## src/rtl/mux_tree_pipe_if.sv

```systemverilog
// Purpose: valid/ready bus bundle for mux_tree_pipe.
//   Input side : in_valid, in_ready, sel, din (N channels, WIDTH bits each, flattened)
//   Output side: out_valid, out_ready, dout, out_sel
//   master: producer/consumer side (testbench or surrounding datapath)
//   slave : the mux tree itself
interface mux_tree_pipe_if #(
  parameter int unsigned WIDTH = 8,
  parameter int unsigned N     = 4
);
  localparam int unsigned SEL_W = $clog2(N);

  logic                 in_valid;
  logic                 in_ready;
  logic [SEL_W-1:0]     sel;
  logic [N*WIDTH-1:0]   din;
  logic                 out_valid;
  logic                 out_ready;
  logic [WIDTH-1:0]     dout;
  logic [SEL_W-1:0]     out_sel;

  modport master (
    output in_valid, sel, din, out_ready,
    input  in_ready, out_valid, dout, out_sel
  );

  modport slave (
    input  in_valid, sel, din, out_ready,
    output in_ready, out_valid, dout, out_sel
  );
endinterface

```

## src/rtl/mux_tree_pipe.sv

```systemverilog
// Purpose: N:1 multiplexer built as a binary tree of 2:1 stages with a register
//   after every tree level and a valid/ready handshake on both ends.
//   One level per select bit (LSB resolves the first level), so an accepted
//   transfer reaches dout SEL_W cycles later; one transfer per cycle.
// Ports:
//   clk    - rising-edge clock
//   rst_n  - asynchronous active-low reset, synchronous release
//   bus    - mux_tree_pipe_if.slave: in_valid/in_ready/sel/din in,
//            out_valid/out_ready/dout/out_sel out (all outputs registered
//            except in_ready, which is the combinational ready chain)
module mux_tree_pipe #(
  parameter int unsigned WIDTH = 8,
  parameter int unsigned N     = 4
) (
  input  logic           clk,
  input  logic           rst_n,
  mux_tree_pipe_if.slave bus
);

  localparam int unsigned SEL_W     = $clog2(N);
  localparam int unsigned LANES_ALL = N - 1;

  // All level registers packed back to back: level k occupies lanes
  // [N - (N>>k) .. N - (N>>(k+1)) - 1]; the final lane is the output.
  logic [LANES_ALL*WIDTH-1:0] data_all;
  logic [SEL_W*SEL_W-1:0]     sel_all;
  logic [SEL_W-1:0]           valid_all;
  logic [SEL_W-1:0]           adv;

  for (genvar k = 0; k < SEL_W; k++) begin : g_lvl
    localparam int unsigned LANES = N >> (k + 1);
    localparam int unsigned OFF   = N - (N >> k);

    logic [2*LANES*WIDTH-1:0] prev_data;
    logic                     prev_valid;
    logic [SEL_W-1:0]         prev_sel;
    logic [LANES*WIDTH-1:0]   mux_d;
    logic [LANES*WIDTH-1:0]   data_q;
    logic [SEL_W-1:0]         sel_q;
    logic                     valid_q;

    // Predecessor: the input port for the first level, else the level below.
    if (k == 0) begin : g_src
      assign prev_data  = bus.din;
      assign prev_valid = bus.in_valid;
      assign prev_sel   = bus.sel;
    end else begin : g_chain
      assign prev_data  = data_all[(N - (N >> (k - 1)))*WIDTH +: 2*LANES*WIDTH];
      assign prev_valid = valid_all[k-1];
      assign prev_sel   = sel_all[(k-1)*SEL_W +: SEL_W];
    end

    // A stage may load when any stage from here to the output has a hole,
    // or the consumer pops; written flat so adv never feeds back into itself.
    assign adv[k] = bus.out_ready | ~(&valid_all[SEL_W-1:k]);

    // 2:1 selection per lane, steered by this level's select bit.
    for (genvar j = 0; j < LANES; j++) begin : g_lane
      assign mux_d[j*WIDTH +: WIDTH] = prev_sel[k] ? prev_data[(2*j+1)*WIDTH +: WIDTH]
                                                   : prev_data[(2*j)*WIDTH +: WIDTH];
    end

    // Level register: load (bubbles included) on advance, otherwise hold.
    always_ff @(posedge clk or negedge rst_n) begin
      if (!rst_n) begin
        valid_q <= 1'b0;
        sel_q   <= '0;
        data_q  <= '0;
      end else if (adv[k]) begin
        valid_q <= prev_valid;
        sel_q   <= prev_sel;
        data_q  <= mux_d;
      end
    end

    assign valid_all[k]                    = valid_q;
    assign sel_all[k*SEL_W +: SEL_W]       = sel_q;
    assign data_all[OFF*WIDTH +: LANES*WIDTH] = data_q;
  end

  assign bus.in_ready  = adv[0];
  assign bus.out_valid = valid_all[SEL_W-1];
  assign bus.out_sel   = sel_all[(SEL_W-1)*SEL_W +: SEL_W];
  assign bus.dout      = data_all[(N-2)*WIDTH +: WIDTH];

endmodule

```

## src/flat_wrapper.sv

```systemverilog
// flat-port wrapper written by rule: the top's interface ports become plain ports
module mux_tree_pipe_flat 
#(
  parameter int unsigned WIDTH = 8,
  parameter int unsigned N     = 4
)
  (clk, rst_n, bus_in_valid, bus_sel, bus_din, bus_out_ready, bus_in_ready, bus_out_valid, bus_dout, bus_out_sel);
  mux_tree_pipe_if #(.WIDTH(WIDTH), .N(N)) bus_i ();
  input  logic clk;
  input  logic rst_n;
  input wire logic [$bits(bus_i.in_valid)-1:0] bus_in_valid;
  input wire logic [$bits(bus_i.sel)-1:0] bus_sel;
  input wire logic [$bits(bus_i.din)-1:0] bus_din;
  input wire logic [$bits(bus_i.out_ready)-1:0] bus_out_ready;
  output wire logic [$bits(bus_i.in_ready)-1:0] bus_in_ready;
  output wire logic [$bits(bus_i.out_valid)-1:0] bus_out_valid;
  output wire logic [$bits(bus_i.dout)-1:0] bus_dout;
  output wire logic [$bits(bus_i.out_sel)-1:0] bus_out_sel;
  assign bus_i.in_valid = bus_in_valid;
  assign bus_i.sel = bus_sel;
  assign bus_i.din = bus_din;
  assign bus_i.out_ready = bus_out_ready;
  assign bus_in_ready = bus_i.in_ready;
  assign bus_out_valid = bus_i.out_valid;
  assign bus_dout = bus_i.dout;
  assign bus_out_sel = bus_i.out_sel;
  mux_tree_pipe #(.WIDTH(WIDTH), .N(N)) u_core (.clk(clk), .rst_n(rst_n), .bus(bus_i));
endmodule
```

## config.mk

```make
export PLATFORM = sky130hd
export DESIGN_NAME = mux_tree_pipe_flat
export DESIGN_NICKNAME = d
export VERILOG_FILES = /design/src/rtl/mux_tree_pipe_if.sv /design/src/rtl/mux_tree_pipe.sv /design/src/flat_wrapper.sv
export SDC_FILE = /design/constraint.sdc
export NUM_CORES = 1
export LEC_CHECK = 0
export BUFFER_PORTS_ARGS = -buffer_cell sky130_fd_sc_hd__clkbuf_2
export CAP_MARGIN = 20
export CORE_UTILIZATION = 44
export CTS_CLUSTER_DIAMETER = 40
export DETAILED_ROUTE_END_ITERATION = 10
export GPL_TIMING_DRIVEN = 1
export PLACE_DENSITY = 0.74
export SLEW_MARGIN = 10
export SYNTH_ARGS = -nofsm -noshare
export SYNTH_HDL_FRONTEND = slang
export SYNTH_SLANG_ARGS = --single-unit
```

## constraint.sdc

```tcl
create_clock -name clk -period 1.1 [get_ports clk]
set_input_delay 0.22 -clock clk [delete_from_list [all_inputs] [get_ports clk]]
set_output_delay 0.22 -clock clk [all_outputs]
set_load 0.02 [all_outputs]
```

==> results of run 1 <==
## layout make-up
class,count,area [sq um]
Fill cell,208,845
Timing Repair Buffer,74,638
Clock buffer,8,78.8
Tap cell,44,55.1
Multi-Input combinational cell,56,758
Sequential cell,30,753
## Yosys cell counts
cell type,instances
mux2_2,34
dfrtp_1,30
mux2_4,18
buf_2,4
nand2b_1,3
buf_12,1
buf_6,1
nand3b_1,1
## metrics by stage
stage | power (W) | worst slack [ns] | utilization (%)
global placement | 0.00217 | -0.200 | 60.2
CTS | 0.00320 | -0.269 | 69.2
floorplan | 0.00194 | -0.101 | -
finish | 0.00336 | -0.234 | 73.0
detailed placement | 0.00220 | -0.244 | 60.2
global route | 0.00353 | -0.300 | 73.0
## per-layer routing
metal	track usage (%)	wire length, um
met1	26.9	1480
met2	33.8	1670
met3	5.84	160
met4	6.98	10
met5	0	0
## kinds of logic (layout without fill, tap and decap cells)
group                  count (synthesis)  after routing  synth area share, %
buffers and inverters                  6             82                 3.46
flip-flops                            30             30                 50.7
AND/OR/NAND/NOR                        4              4                 1.77
multiplexers                          52             52                 44.1
## path summary, 6_finish.rpt
kind,startpoint,endpoint,slack [ns],cells past startpoint
max in group asynchronous,rst_n,u_core.bus.out_valid,0.33,3
setup reg to reg,u_core.bus.out_valid,u_core.g_lvl[0].data_q[4],-0.22,4
hold reg to reg,u_core.g_lvl[0].valid_q,u_core.bus.out_valid,0.48,1
min in group asynchronous,rst_n,u_core.g_lvl[0].data_q[1],0.34,2
setup / recovery,u_core.bus.out_valid,bus_in_ready,-0.23,3
hold / removal,bus_in_valid,u_core.g_lvl[0].valid_q,0.07,2
## report_power, final
group          switching (W)  internal [W]  leakage (nW)  total (W)
logic               0.000399      0.000768         0.790    0.00117
registers           0.000115       0.00127         0.346    0.00139
clock network       0.000375      0.000437        0.0446   0.000811
total               0.000889       0.00248          1.18    0.00336
## sequential cells by signal, summed over array words and instances (netlist names)
register / flops
u_core.bus.dout: 8
u_core.g_lvl.valid_q: 1
u_core.bus.out_valid: 1
u_core.bus.out_sel: 2
u_core.g_lvl.sel_q: 2
u_core.g_lvl.data_q: 16
## repair_timing
action | in CTS | in global routing
hold buffers | 1 | 0
resized for setup | 18 | 27
pin swaps | 1 | 1
buffers inserted | 10 | 7
endpoints found under the setup margin | 39 | 40
cloned | 2 | 0
endpoints found under the hold margin | 13 | 0
==> impl_metrics.toml, run 1 <==
[clock_tree]
cts.clk_slew.worst_paths_ns = 0.10
h-tree-depth = 2
cts_root_buf = "clkbuf_4"
clkLatencyLatePin_ns = 0.32
cts_made_buffers = 5
clkSinkCount = 30
cts_buffer_depth = 2
cts_tree = "yes"

[routing]
drc = 0
wl_um = 3320
postRouteAntennaNets = 0
route.vias.total = 1021
via_per_inst = 4.82
drtIter0Drc = 15
wl_per_cell_um = 15.6
firstDrtPassIters = 4

[layout]
n_antenna_cell = 0
area_growth_syn_to_layout_pct = 54.1
nets = 205
fin_cells = 212
drive_above_1_share_pct = 81.0
design_area_sq_mm = 0.00228
final_cell_mix = "mux2_4 (37), clkbuf_2 (37), dfrtp_1 (28)"

[floorplanning]
io_pins = 50
core-area_sq_mm = 0.00313
die_w_um = 60.0
die_area_sq_mm = 0.00360
dieHeight_um = 60.0
rows = 20
start_util_pct = 47.4

[grt]
grt_overflow_total = 0
antenna_found_initial = 0
grt_max_degree = 18
first_global_vias = 1055
grt_usage_pct = 20.9
grt_pass1_wl_um = 5200

[critical_path]
crit_path_top_delay_cell = "dfrtp_2"
crit_arrival_ns = 1.11
cpPeakStageDelay_ns = 0.37
cp_cell_sequence = "nand3b_1, buf_12, buf_8"
cp-end-kind = "output port"
worstPathRequired_ns = 0.88
cp_top_family = "flip-flops"
critPathLaunchType = "register"
crit_buf_inv = 2
crit_fanout = 2
crit_type = "register to output port"

[synthesis]
yosysUniqueCellTypes = 8
syn-num-nets = 130
yosys-top-cells-area = "dfrtp_1 (51%), mux2_2 (26%), mux2_4 (18%)"
ys_warn_count = 0
ys_ff_latch = 30
synth_seq_area_share_pct = 50.7
netlist_area_sq_mm = 0.00148
syn_inst = 92
avgSynthCellArea_sq_um = 16.1
yosys.area.top_type = "dfrtp_1"
yosysTopAreaCellShare_pct = 50.7

[status]
outcome = "finished with violations"
violations = "negative setup slack"

[timing]
max_freq_mhz = 750
relSlewSlack_pct = 74.1
setup_ws_ns = -0.234
fin_crit_sh_pct = 121
rsz0062_at_grt = "true"
hold_viol = 0
final-setup-viol-count = 32
hold_ws_ns = 0.0735
worst_pin_slew_ns = 0.389
fin_skew_ns = 0.00759
tns_ns = -4.80
slew_viol_final = 0
finalCriticalPeriod_ns = 1.33

[placed_design]
portBuffers = 49
placedCellCount = 184
placedInstanceArea_sq_mm = 0.00188
gp_congestion = 0.678
place_hpwl_um = 2010

[power_and_ir_drop]
ir_drop_mv = 1.01
p_leak_nw = 1.18
power_density_mw_per_mm2 = 1470

[run]
maxCapViolCount = 0

[worst_hold_path]
hold_class = "primary input to register"
No activity file was read; power rests on OpenSTA's default activity.
==> run 2: changes to the inputs <==
--- a/config.mk
+++ b/config.mk
@@ -11,6 +11,7 @@
 export CTS_CLUSTER_DIAMETER = 40
 export DETAILED_ROUTE_END_ITERATION = 10
 export GPL_TIMING_DRIVEN = 1
+export MAX_ROUTING_LAYER = met4
 export PLACE_DENSITY = 0.74
 export SLEW_MARGIN = 10
 export SYNTH_ARGS = -nofsm -noshare
==> run 2 against run 1 <==
Routed wire length stayed put. Final area is the same. Critical endpoint unchanged. Sequential power about the same. Hold slack worse by 0.0033 ns. Critical path depth unchanged. Sequential cell count is the same. The flow still finishes with violations (negative setup slack).
==> impl_metrics.toml, run 2 (synthesized netlist as in run 1, its figures left out) <==
[worst_hold_path]
holdPathEnd = "u_core.g_lvl[0].valid_q"
hold_class = "primary input to register"
hold_path_depth = 2
holdCritStartpoint = "bus_in_valid"

[critical_path]
crit_arrival_ns = 1.12
regToRegSetupSlack_ns = -0.22
worstPathRequired_ns = 0.88
timing.rr.start = "u_core.bus.out_valid"
critPathLaunchType = "register"
worst-r2r-cell-count = 4
crit_fanout = 2
cp-end-kind = "output port"
r2r-end = "u_core.g_lvl[0].data_q[4]"
crit_type = "register to output port"

[clock_tree]
cts_root_buf = "clkbuf_4"
cts_made_buffers = 5
clkSinkCount = 30
cts.clk_slew.worst_paths_ns = 0.10
h-tree-depth = 2
clkLatencyLatePin_ns = 0.33
cts_tree = "yes"
cts_buffer_depth = 2

[power_and_ir_drop]
power_density_mw_per_mm2 = 1470
clock_power_share_pct = 24.2
net-switching-power_w = 0.000893
ir_drop_mv = 1.01
intPower_w = 0.00248
p_leak_nw = 1.18
p_sw_share_pct = 26.5
pwr-share-comb_pct = 34.6
pwr-share-seq_pct = 41.2

[layout]
largest-register = "u_core.g_lvl.data_q"
final_util_pct = 73.0
fin_cells = 212
drive_above_1_share_pct = 81.0
multiInputGateArea_sq_um = 758
fillers = 208
area_growth_syn_to_layout_pct = 54.1
nets = 205
n_antenna_cell = 0
regArea_sq_um = 753
design_area_sq_mm = 0.00228
final_cell_mix = "mux2_4 (37), clkbuf_2 (37), dfrtp_1 (28)"
largest_register_ffs = 16

[grt]
grt_overflow_total = 0
antenna_found_initial = 0
top_usage_layer = "met2"
grt_use_met3_pct = 5.19
grt_usage_pct = 21.5
grt_pass1_wl_um = 5200
grt_max_degree = 18
first_global_vias = 1060
grt_use_met2_pct = 33.8
met1_usage_pct = 27.3

[timing]
fin_crit_sh_pct = 121
setup_ws_ns = -0.236
finalCriticalPeriod_ns = 1.34
relSlewSlack_pct = 74.2
worst_pin_slew_ns = 0.386
slew_viol_final = 0
max_freq_mhz = 748
fin_skew_ns = 0.00747
rsz0062_at_grt = "true"
tns_ns = -4.77
final-setup-viol-count = 33
hold_viol = 0

[floorplanning]
start_util_pct = 47.4
io_pins = 50
core-area_sq_mm = 0.00313
dieHeight_um = 60.0
die_w_um = 60.0
die_area_sq_mm = 0.00360
rows = 20

[placed_design]
gp_congestion = 0.685
portBuffers = 49
placedCellCount = 184
place_hpwl_um = 2010
placedInstanceArea_sq_mm = 0.00188

[routing]
postRouteAntennaNets = 0
drtIter0Drc = 15
route.vias.total = 1023
drc = 0
wl_um = 3320
via_per_inst = 4.83
wl_per_cell_um = 15.6
firstDrtPassIters = 4

[run]
maxCapViolCount = 0

[status]
violations = "negative setup slack"
outcome = "finished with violations"
## run 2: worst max-delay path by stage
stage                             start                    endpoint  slack, ns  cells after the start
4_1_cts            u_core.bus.out_valid                bus_in_ready      -0.27                      3
3_3_place_gp   u_core.g_lvl[0].sel_q[1]          u_core.bus.dout[1]      -0.20                      2
3_5_place_dp   u_core.g_lvl[0].sel_q[1]          u_core.bus.dout[7]      -0.24                      2
2_1_floorplan      u_core.bus.out_valid  u_core.g_lvl[0].data_q[10]      -0.10                      3
6_report           u_core.bus.out_valid                bus_in_ready      -0.24                      3
5_1_grt         u_core.g_lvl[0].valid_q                bus_in_ready      -0.30                      3
## run 2: area by class of cell
| class | count | area share [%] |
|---|---|---|
| multi-input cells | 56 | 33.2 |
| well taps | 44 | 2.41 |
| flip-flops and latches | 30 | 33.0 |
| clock buffers | 8 | 3.45 |
| repair buffers | 74 | 27.9 |
## run 2: power by group through the flow
| stage | logic, W | registers, W | clock network [W] |
|---|---|---|---|
| finish | 0.00117 | 0.00139 | 0.000814 |
| global route | 0.00123 | 0.00141 | 0.000899 |
| CTS | 0.00100 | 0.00137 | 0.000825 |
| detailed placement | 0.000797 | 0.00140 | 0 |
| global placement | 0.000773 | 0.00140 | 0 |
| floorplan | 0.000467 | 0.00147 | 0 |
## run 2: routing by layer
metal | wire [um] | vias to the layer above
met5 | 0 | -
met4 | 12 | 0
met1 | 1490 | 498
met2 | 1650 | 42
met3 | 158 | 2
li1 | - | 481
## run 2: critical path, cell delays in order, from the launching register on
cell      delay [ns]
dfrtp_2         0.37
nand3b_1        0.14
buf_12          0.17
buf_8           0.12
## run 2: repair_timing
| item | in CTS | in global routing |
|---|---|---|
| hold buffers | 1 | 0 |
| setup endpoints to repair | 39 | 40 |
| resized for setup | 18 | 27 |
| cloned | 2 | 0 |
| pin swaps | 1 | 1 |
| setup buffers | 10 | 7 |
| endpoints found under the hold margin | 13 | 0 |
## run 2: through the flow
| stage | hold WS [ns] | power, W | setup WS (ns) |
|---|---|---|---|
| 3_5_place_dp | 0.153 | 0.00220 | -0.244 |
| 3_3_place_gp | 0.147 | 0.00217 | -0.200 |
| 6_report | 0.0702 | 0.00337 | -0.236 |
| 5_1_grt | 0.0693 | 0.00353 | -0.300 |
| 4_1_cts | 0.0715 | 0.00320 | -0.269 |
| 2_1_floorplan | -0.0756 | 0.00194 | -0.101 |
==> run 3: changes to the inputs <==
--- a/config.mk
+++ b/config.mk
@@ -5,14 +5,15 @@
 export SDC_FILE = /design/constraint.sdc
 export NUM_CORES = 1
 export LEC_CHECK = 0
+export ABC_AREA = 1
 export BUFFER_PORTS_ARGS = -buffer_cell sky130_fd_sc_hd__clkbuf_2
 export CAP_MARGIN = 20
-export CORE_UTILIZATION = 44
+export CORE_UTILIZATION = 46
 export CTS_CLUSTER_DIAMETER = 40
 export DETAILED_ROUTE_END_ITERATION = 10
 export GPL_TIMING_DRIVEN = 1
 export MAX_ROUTING_LAYER = met4
-export PLACE_DENSITY = 0.74
+export PLACE_DENSITY = 0.76
 export SLEW_MARGIN = 10
 export SYNTH_ARGS = -nofsm -noshare
 export SYNTH_HDL_FRONTEND = slang
==> run 3 against run 2 <==
The run still ends with negative setup slack left. Combinational power down 24%. Critical path depth unchanged. Global-route usage down 0.10 points. Clock skew up 0.0048 ns. Routed wire length up 11%. Setup slack worse by 0.0024 ns. Synthesized area up 9.0%. Synthesized cell count up 130%. Critical path type unchanged. Critical endpoint unchanged. Highest routed layer unchanged.
==> impl_metrics.toml, run 3 <==
[grt]
grt_pass1_wl_um = 5520
antenna_found_initial = 0
grt_overflow_total = 0
grt_usage_pct = 21.4
first_global_vias = 1303
grt_max_degree = 31

[synthesis]
ys_warn_count = 0
synth_seq_area_share_pct = 46.5
yosys.area.top_type = "dfrtp_1"
yosysUniqueCellTypes = 15
ys.flop_type = "dfrtp_1"
async_reset_ff_share_pct = 100
ys_top_cells_by_count = "nand2_1 (111), dfrtp_1 (30), inv_1 (18), nand4_1 (18), nand2_2 (11)"
avgSynthCellArea_sq_um = 7.48
yosys-top-cells-area = "dfrtp_1 (46%), nand2_1 (26%), nand4_1 (7.0%)"
syn-num-nets = 254
synth_edf_count = 0
synth.most_common_cell = "nand2_1"
netlist_area_sq_mm = 0.00162
ys_ff_latch = 30
syn_inst = 216
yosysTopAreaCellShare_pct = 46.5

[floorplanning]
die_area_sq_mm = 0.00375
io_pins = 50
start_util_pct = 48.0
core-area_sq_mm = 0.00336
rows = 21
dieHeight_um = 61.3
die_w_um = 61.3

[routing]
wl_per_cell_um = 11.3
firstDrtPassIters = 4
drtIter0Drc = 92
drc = 0
route.vias.total = 1544
postRouteAntennaNets = 0
wl_um = 3690
via_per_inst = 4.74

[power_and_ir_drop]
p_leak_nw = 1.28
power_density_mw_per_mm2 = 1400
ir_drop_mv = 0.732
power.total_w = 0.00309

[critical_path]
critPathLaunchType = "register"
worst-r2r-cell-count = 5
worstPathRequired_ns = 0.88
timing.rr.start = "u_core.bus.out_valid"
crit_type = "register to output port"
crit_path_start = "u_core.bus.out_valid"
cp-end-kind = "output port"
crit_fanout = 4
crit_arrival_ns = 1.12

[layout]
area_growth_syn_to_layout_pct = 37.2
final_cell_mix = "nand2_1 (104), clkbuf_2 (37), dfrtp_1 (29)"
mostFrequentLayoutCell = "nand2_1"
nets = 317
largest_register_ffs = 16
fin_cells = 326
n_antenna_cell = 0
largest-register = "u_core.g_lvl.data_q"
drive_above_1_share_pct = 36.1

[worst_hold_path]
hold_path_depth = 3
holdCritStartpoint = "bus_in_valid"
hold_class = "primary input to register"

[placed_design]
portBuffers = 49
placedCellCount = 306
gp_congestion = 0.772
place_hpwl_um = 2360

[clock_tree]
clkLatencyLatePin_ns = 0.33
cts_buffer_depth = 2
clkSinkCount = 30
h-tree-depth = 2
cts_tree = "yes"
cts_root_buf = "clkbuf_4"
cts_made_buffers = 5
cts.clk_slew.worst_paths_ns = 0.08

[run]
maxCapViolCount = 0

[timing]
rsz0062_at_grt = "true"
slew_viol_final = 0
setup_ws_ns = -0.239
relSlewSlack_pct = 76.1
max_freq_mhz = 747
final-setup-viol-count = 2
fin_crit_sh_pct = 122
worst_pin_slew_ns = 0.359
hold_viol = 0
fin_skew_ns = 0.0122
finalCriticalPeriod_ns = 1.34

[status]
violations = "negative setup slack"
outcome = "finished with violations"
[run 3: per-stage QoR]
step	setup WS, ns	util, %	hold WS [ns]	setup TNS (ns)	cell area [sq um]
2_1_floorplan	0.0783	-	-0.0756	0	1620
3_3_place_gp	0.0518	56.0	0.242	0	1880
3_5_place_dp	0.0397	56.0	0.241	0	1880
4_1_cts	-0.244	61.3	0.0763	-0.660	2060
5_1_grt	-0.279	65.9	0.0915	-0.694	2220
6_report	-0.239	65.9	0.0805	-0.418	2220
[run 3: logic make-up after synthesis]
logic type,count (synthesis),share of synthesized area (%)
buf+inv,34,12.6
compound gates,1,0.310
simple gates,151,40.6
flops,30,46.5
[run 3: critical path: stages, from the launching register on]
cell and delay [ns]:
dfrtp_2 0.44, nand3_4 0.10, buf_12 0.14, buf_8 0.12
[run 3: timing repair]
| action | CTS | global route |
|---|---|---|
| pin swaps | 1 | 1 |
| gates cloned | 1 | 1 |
| hold buffers | 1 | 0 |
| endpoints found under the hold margin | 30 | 0 |
| setup buffers | 3 | 7 |
| setup endpoints to repair | 5 | 37 |
| resized for setup | 6 | 43 |
[run 3: cell type report]
cell class,instances,area (sq um)
fillers,312,1150
repair buffers,69,541
well taps,46,57.6
flip-flops and latches,30,752
multi-input cells,152,704
inverters,21,83.8
clock buffers,5,37.5
clock inverters,3,40.0
[run 3: metal layers]
metal | vias to the layer above | GRT usage [%] | routed length, um
met2 | 66 | 35.2 | 1870
met5 | - | - | 0
met1 | 683 | 25.2 | 1520
li1 | 789 | - | -
met3 | 6 | 5.67 | 233
met4 | 0 | 7.79 | 63
[run 3: report_power, final]
part	leakage [nW]	total [W]	internal [W]	switching, W
clock	0.0450	0.000840	0.000470	0.000370
sequential	0.360	0.00137	0.00125	0.000112
combinational	0.878	0.000888	0.000432	0.000456
[run 3: path summary, 6_finish.rpt]
check | to | slack, ns
setup / recovery | bus_in_ready | -0.24
hold / removal | u_core.g_lvl[0].valid_q | 0.08
setup reg to reg | u_core.g_lvl[0].data_q[15] | 0.04
hold reg to reg | u_core.bus.dout[7] | 0.51
max in group asynchronous | u_core.bus.out_valid | 0.38
min in group asynchronous | u_core.g_lvl[0].data_q[5] | 0.42
